**src/rtl/ud_counter_pkg.sv**
```systemverilog
// Shared defaults and direction encoding for the up/down counter core.
package ud_counter_pkg;

  localparam int unsigned WIDTH_DEF           = 8;
  localparam int unsigned SYNC_STAGES_DEF     = 2;
  localparam int unsigned DEBOUNCE_CYCLES_DEF = 50000;

  typedef enum logic {
    DIR_DOWN = 1'b0,
    DIR_UP   = 1'b1
  } dir_e;

endpackage

```
**src/rtl/ud_counter_core_sync_edge_det.sv**
```systemverilog
// Multi-flop synchronizer for one asynchronous input, with a prev flop for
// rising-edge detection on the synchronized level.
module sync_edge_det
  import ud_counter_pkg::*;
#(
  parameter int unsigned SYNC_STAGES = SYNC_STAGES_DEF
) (
  input  logic clk,
  input  logic rst,
  input  logic i_async,
  output logic o_level,
  output logic o_rise
);

  logic [SYNC_STAGES-1:0] r_sync;
  logic                   r_prev;

  always_ff @(posedge clk or posedge rst) begin
    if (rst) begin
      r_sync <= '0;
      r_prev <= 1'b0;
    end else begin
      r_sync <= {r_sync[SYNC_STAGES-2:0], i_async};
      r_prev <= r_sync[SYNC_STAGES-1];
    end
  end

  assign o_level = r_sync[SYNC_STAGES-1];
  assign o_rise  = r_sync[SYNC_STAGES-1] & ~r_prev;

endmodule

```
**src/rtl/ud_counter_core.sv**
```systemverilog
// Up/down counter clocked by clk only; the muxed slow clock is sampled as data.
// Optional pause-button debouncer enabled by defining UD_COUNTER_DEBOUNCE_EN.
module ud_counter_core
  import ud_counter_pkg::*;
#(
  parameter int unsigned WIDTH           = WIDTH_DEF,
  parameter int unsigned SYNC_STAGES     = SYNC_STAGES_DEF,
  parameter int unsigned DEBOUNCE_CYCLES = DEBOUNCE_CYCLES_DEF
) (
  input  logic             clk,
  input  logic             rst,
  input  logic             slow_clk_in,
  input  logic             dir,
  input  logic             pause_btn,
  input  logic             inv,
  output logic [WIDTH-1:0] count,
  output logic [WIDTH-1:0] q,
  output logic             paused,
  output logic             tick
);

  localparam int unsigned ARM_CYCLES = SYNC_STAGES + 1;
  localparam int unsigned ARM_W      = $clog2(ARM_CYCLES + 1);

  if (SYNC_STAGES < 2 || DEBOUNCE_CYCLES < 1) begin : g_bad_cfg
    $error("ud_counter_core: SYNC_STAGES must be >= 2 and DEBOUNCE_CYCLES >= 1");
  end

  logic             w_slow_lvl;
  logic             w_slow_rise;
  logic             w_pause_lvl;
  logic             w_pause_sync_rise;
  logic             w_pause_rise;
  logic             w_dir_s;
  logic             w_inv_s;
  logic [1:0]       w_unused_rise;
  logic             w_armed;
  logic [ARM_W-1:0] r_arm_cnt;
  logic [WIDTH-1:0] r_count;
  logic             r_paused;

  sync_edge_det #(.SYNC_STAGES(SYNC_STAGES)) u_sync_slow (
    .clk(clk), .rst(rst), .i_async(slow_clk_in),
    .o_level(w_slow_lvl), .o_rise(w_slow_rise)
  );

  sync_edge_det #(.SYNC_STAGES(SYNC_STAGES)) u_sync_pause (
    .clk(clk), .rst(rst), .i_async(pause_btn),
    .o_level(w_pause_lvl), .o_rise(w_pause_sync_rise)
  );

  sync_edge_det #(.SYNC_STAGES(SYNC_STAGES)) u_sync_dir (
    .clk(clk), .rst(rst), .i_async(dir),
    .o_level(w_dir_s), .o_rise(w_unused_rise[0])
  );

  sync_edge_det #(.SYNC_STAGES(SYNC_STAGES)) u_sync_inv (
    .clk(clk), .rst(rst), .i_async(inv),
    .o_level(w_inv_s), .o_rise(w_unused_rise[1])
  );

  // Holding off until the prev flop has seen the first synchronized value
  // suppresses a false edge from an input that was already high at release.
  always_ff @(posedge clk or posedge rst) begin
    if (rst) begin
      r_arm_cnt <= '0;
    end else if (!w_armed) begin
      r_arm_cnt <= r_arm_cnt + ARM_W'(1);
    end
  end

  assign w_armed = (r_arm_cnt == ARM_W'(ARM_CYCLES));

`ifdef UD_COUNTER_DEBOUNCE_EN
  localparam int unsigned DB_W = $clog2(DEBOUNCE_CYCLES + 1);

  logic [DB_W-1:0] r_db_cnt;
  logic            r_db_level;
  logic            r_db_prev;
  logic            w_unused_pause_rise;

  assign w_unused_pause_rise = w_pause_sync_rise;

  always_ff @(posedge clk or posedge rst) begin
    if (rst) begin
      r_db_cnt   <= '0;
      r_db_level <= 1'b0;
      r_db_prev  <= 1'b0;
    end else begin
      r_db_prev <= r_db_level;
      if (w_pause_lvl != r_db_level) begin
        if (r_db_cnt == DB_W'(DEBOUNCE_CYCLES - 1)) begin
          r_db_level <= w_pause_lvl;
          r_db_cnt   <= '0;
        end else begin
          r_db_cnt <= r_db_cnt + DB_W'(1);
        end
      end else begin
        r_db_cnt <= '0;
      end
    end
  end

  assign w_pause_rise = r_db_level & ~r_db_prev & w_armed;
`else
  assign w_pause_rise = w_pause_sync_rise & w_armed;
`endif

  assign tick = w_slow_rise & w_armed;

  // Count decision uses r_paused before this cycle's toggle, so a press that
  // coincides with a tick counts first when running and skips it when paused.
  always_ff @(posedge clk or posedge rst) begin
    if (rst) begin
      r_count  <= '0;
      r_paused <= 1'b0;
    end else begin
      r_paused <= r_paused ^ w_pause_rise;
      if (tick && !r_paused) begin
        if (w_dir_s == DIR_UP) begin
          r_count <= r_count + WIDTH'(1);
        end else begin
          r_count <= r_count - WIDTH'(1);
        end
      end
    end
  end

  assign count  = r_count;
  assign paused = r_paused;
  assign q      = w_inv_s ? ~r_count : r_count;

endmodule
```
**config.mk**
```make
export PLATFORM = sky130hd
export DESIGN_NAME = ud_counter_core
export DESIGN_NICKNAME = d
export VERILOG_FILES = /design/src/rtl/ud_counter_pkg.sv /design/src/rtl/ud_counter_core_sync_edge_det.sv /design/src/rtl/ud_counter_core.sv
export SDC_FILE = /design/constraint.sdc
export NUM_CORES = 1
export LEC_CHECK = 0
export CAP_MARGIN = 10
export CORE_ASPECT_RATIO = 1.25
export CORE_MARGIN = 5
export CORE_UTILIZATION = 45
export DETAILED_ROUTE_END_ITERATION = 16
export GPL_ROUTABILITY_DRIVEN = 0
export GPL_TIMING_DRIVEN = 0
export MAX_ROUTING_LAYER = met4
export PLACE_DENSITY = 0.74
export SLEW_MARGIN = 20
export SYNTH_ARGS = -nofsm -noshare
export SYNTH_HDL_FRONTEND = slang
export SYNTH_HIERARCHICAL = 1
export SYNTH_SLANG_ARGS = --single-unit
```
**constraint.sdc**
```tcl
create_clock -name clk -period 2 [get_ports clk]
set_input_delay 0.4 -clock clk [delete_from_list [all_inputs] [get_ports clk]]
set_output_delay 0.4 -clock clk [all_outputs]
set_load 0.03 [all_outputs]
```
; ---- Word level (Yosys, flattened, before mapping)
; Index checks and enable logic that the tools add are counted.
[classes]
muxes = 2
shifts = 0
mul = 0
div_mod_pow = 0
n_reduce_logical = 2
order_cmp = 0
n_eq_ne = 1
n_bitwise = 8
addsub = 3
[op_table]
columns = operator, count
row1 = $mux W8, 2
row2 = $add A8 B1 Y8 const B, 1
row3 = $not A8 Y8, 1
row4 = $sub A8 B1 Y8 const B, 1
row5 = $and A1 B1 Y1, 4
row6 = $add A2 B1 Y2 const B, 1
row7 = $eq A2 B2 Y1 const B, 1
row8 = $not A1 Y1, 2
row9 = $logic_and A1 B1 Y1, 1
row10 = $logic_not A1 Y1, 1
row11 = $xor A1 B1 Y1, 1
[totals]
ramBits = 0
latch_bits = 0
inputBits = 6
rom_bits = 0
mem_count = 0
wordCells = 25
ff_bits = 21
out_inout_bits = 18

; ---- Longest topological paths before layout
[logic_depth]
depth_word = 4
mapped_depth = 7
ltp_nobuf = 7

; ---- Modules after synthesis
; The synthesis kept the hierarchy.
[by_module_without_submodules]
columns = mod, area_per_inst_um2, cells_per_inst, instances, seq_area_each_um2
row1 = ud_counter_core, 807.0, 82, 1, 275.3
row2 = sync_edge_det, 92.6, 5, 4, 75.1

; ---- Worst setup path after synthesis
; Ideal clock, no wire load.
[synth_path]
path_kind = reg-to-reg
startpoint = register u_sync_dir.r_sync[1]
endpoint = register r_count[7] (netlist: count[7])
path_slack_ps = 23
period_less_slack_ps = 1977
n_path_buf = 0
setup_time_ps = 80
path_stages_with_launch = 8
t_arrival_ps = 1898
required_ps = 1920
cell_sequence = dfrtp_1 -> inv_1 -> ha_1 -> o21ai_0 -> nor2_2 -> a31oi_1 -> mux2_1 -> o22ai_2
[synth_via]
elab_chain_cells = 1
[synth_rtl]
columns = item, line
row1 = "start, declared", ud_counter_core_sync_edge_det.sv:15  ; logic [SYNC_STAGES-1:0] r_sync;
row2 = "start signal, assigned", ud_counter_core_sync_edge_det.sv:23  ; r_sync <= {r_sync[SYNC_STAGES-2:0], i_async};
row3 = $mux W8, ud_counter_core.sv:120  ; if (w_dir_s == DIR_UP) begin
row4 = "end signal, assigned", ud_counter_core.sv:121  ; r_count <= r_count + WIDTH'(1);
row5 = "end signal, assigned", ud_counter_core.sv:123  ; r_count <= r_count - WIDTH'(1);
row6 = "end, declared", ud_counter_core.sv:39  ; logic [WIDTH-1:0] r_count;
; No other way between the ends.
; A chain may end at the register's enable or synchronous reset.

; ---- Final worst setup path
[layout_path]
startpoint = register r_arm_cnt[0]
endpoint = output tick
[layout_via]
elab_chain_cells = 2
[layout_rtl]
columns = item, line
row1 = "start, declared", ud_counter_core.sv:38  ; logic [ARM_W-1:0] r_arm_cnt;
row2 = "start signal, assigned", ud_counter_core.sv:68  ; r_arm_cnt <= r_arm_cnt + ARM_W'(1);
row3 = $eq A2 B2 Y1, ud_counter_core.sv:72  ; assign w_armed = (r_arm_cnt == ARM_W'(ARM_CYCLES));
row4 = $and A1 B1 Y1, ud_counter_core.sv:109  ; assign tick = w_slow_rise & w_armed;
row5 = "end, declared", ud_counter_core.sv:19  ; output logic tick
; No other way between the ends.

==> results.yml <==
run_status:
  status: "finished, final reports clean"
clocking:
  htree_levels: 1
  clock-sinks: 21
  tritoncts: "yes"
  path_clk_slew_ns: 0.11
  cts_made_buffers: 3
  cts_root_buf: "clkbuf_4"
  cts_buffer_depth: 2
  clk_latency_ns: 0.30
  hold_buffers: 0
power_and_ir_drop:
  power.density_mw_per_mm2: 1510
  leakage_nw: 0.630
  clkPwrFrac_pct: 9.3
  seqPwrFrac_pct: 30.9
  internal_power_mw: 1.14
  power_frac_comb_pct: 59.8
  p_switching_mw: 0.978
  switching_share_pct: 46.1
  vdd_drop_max_mv: 0.749
yosys:
  ys_warn_count: 6
  syn-instance-count: 98
  syn_area_sq_mm: 0.00110
  syn_nets: 112
  avgSynthCellArea_sq_um: 11.2
layout:
  synthToLayoutAreaGrowth_pct: 27.5
  layout.area.seq_sq_um: 531
  final_core_util_pct: 59.0
  nNetsFinal: 140
  multiInputGateArea_sq_um: 543
  drive_gt1_share_pct: 15.2
  final_common_cell: "dfrtp_1"
  n_fill_cell: 219
  diodes: 0
  layout_common_cells: "dfrtp_1 (17), clkdlybuf4s50_1 (14), xor2_1 (10)"
placement:
  dp_hpwl_microns: 1560
  place_ws_ns: -0.162
  port_buffers: 23
min_path:
  holdCritPathClass: "in -> async"
sta:
  finalCritPeriodShare_pct: 94.9
  finClkSkew_ns: 0.00118
  rsz0062_at_grt: "no"
  relSlewSlack_pct: 69.0
  worst-slew-pin-transition_ns: 0.464
  final.min_clock_period_ns: 1.90
  setup_viol: 0
  fmax_ghz: 0.527
  setup_tns_ns: 0
  maxSlewViolCount: 0
  hold_viol_final: 0
  worst_slack_ns: 0.103
floorplan:
  start_util_pct: 46.3
  die_y_microns: 65.3
  num_rows: 20
  die_w_microns: 54.2
  ioPinCount: 24
  die-area_sq_mm: 0.00354
  core_area_sq_mm: 0.00238
routing:
  wire_per_inst_microns: 12.3
  wl_met1_microns: 820
  first_pass_iters: 4
  wl_met3_microns: 110
  vias_per_cell: 5.04
  drt_first_iter_violations: 4
  drc_errors: 0
  finalWirelength_microns: 1940
  wl_met2_microns: 974
  highest-signal-layer: "met4"
  vias: 796
  detail-route-antenna-nets: 0
global_route:
  antenna_found_initial: 0
  track_usage_pct: 13.5
  grt_max_degree: 12
  grt_pass1_vias: 800
  overflow: 0
  grt_pass1_wl_microns: 3370
setup_path:
  end_kind: "primary output"
  path_class: "reg -> out"
  cp-start-kind: "flip-flop"
  cp-startpoint: "r_arm_cnt[0]"
  worstPathMaxFanout: 5
  rr_startpoint: "u_sync_dir/r_sync[1]"
  cp.required_ns: 1.60
  r2r_slack_ns: 0.12
  crit_arrival_ns: 1.50
job:
  maxCapViolCount: 0
## through the flow
step	hold WS (ns)	cells	area (sq um)	power, mW
global route	0.368	158	1400	2.28
CTS	0.365	158	1400	2.13
floorplan	0.141	98	1100	1.53
global placement	0.335	154	1370	1.96
detailed placement	0.338	154	1370	1.98
finish	0.355	158	1400	2.12
## registers in the layout, summed over array words and instances (netlist names)
register             flops
paused                   1
u_sync_pause/r_prev      1
u_sync_slow/r_prev       1
u_sync_slow/r_sync       2
u_sync_inv/r_sync        2
u_sync_pause/r_sync      2
r_arm_cnt                2
u_sync_dir/r_sync        2
count                    8
## routing by layer
metal,up-vias,global-route usage (%)
met3,4,2.72
met5,-,-
met2,20,22.5
met1,382,15.3
li1,390,-
met4,0,5.61
## cell type report
cell class | instances | share of cell area (%)
inverters | 7 | 2.05
clock buffers | 4 | 1.87
plain buffers | 1 | 0.357
multi-input cells | 68 | 38.7
repair buffers | 24 | 16.2
well taps | 33 | 2.94
flip-flops and latches | 21 | 37.8
## final timing paths
kind,depth (start not counted),to
worst max-delay path,3,tick
worst min-delay path,2,u_sync_dir/r_sync[0]
worst max register to register,7,count[7]
worst min register to register,0,u_sync_dir/r_sync[1]
max in group asynchronous,2,count[0]
min in group clk,0,u_sync_dir/r_sync[1]
## power by group through the flow
stage          combinational, mW  clock (mW)  sequential (mW)
3_3_place_gp                1.30           0            0.653
6_report                    1.27       0.198            0.655
5_1_grt                     1.37       0.231            0.679
2_1_floorplan              0.715           0            0.813
3_5_place_dp                1.33           0            0.659
4_1_cts                     1.27       0.207            0.654
## critical path: stages, from the launching register on
cell	delay (ns)
dfrtp_1	0.41
ha_1	0.27
and2_1	0.18
clkdlybuf4s15_1	0.34
## repair_timing
action	CTS	global route
pin swaps	0	2
cloned	0	0
setup endpoints to repair	11	4
buffers inserted	1	0
gates resized for setup	14	4
Power figures use the tool's default switching activity.
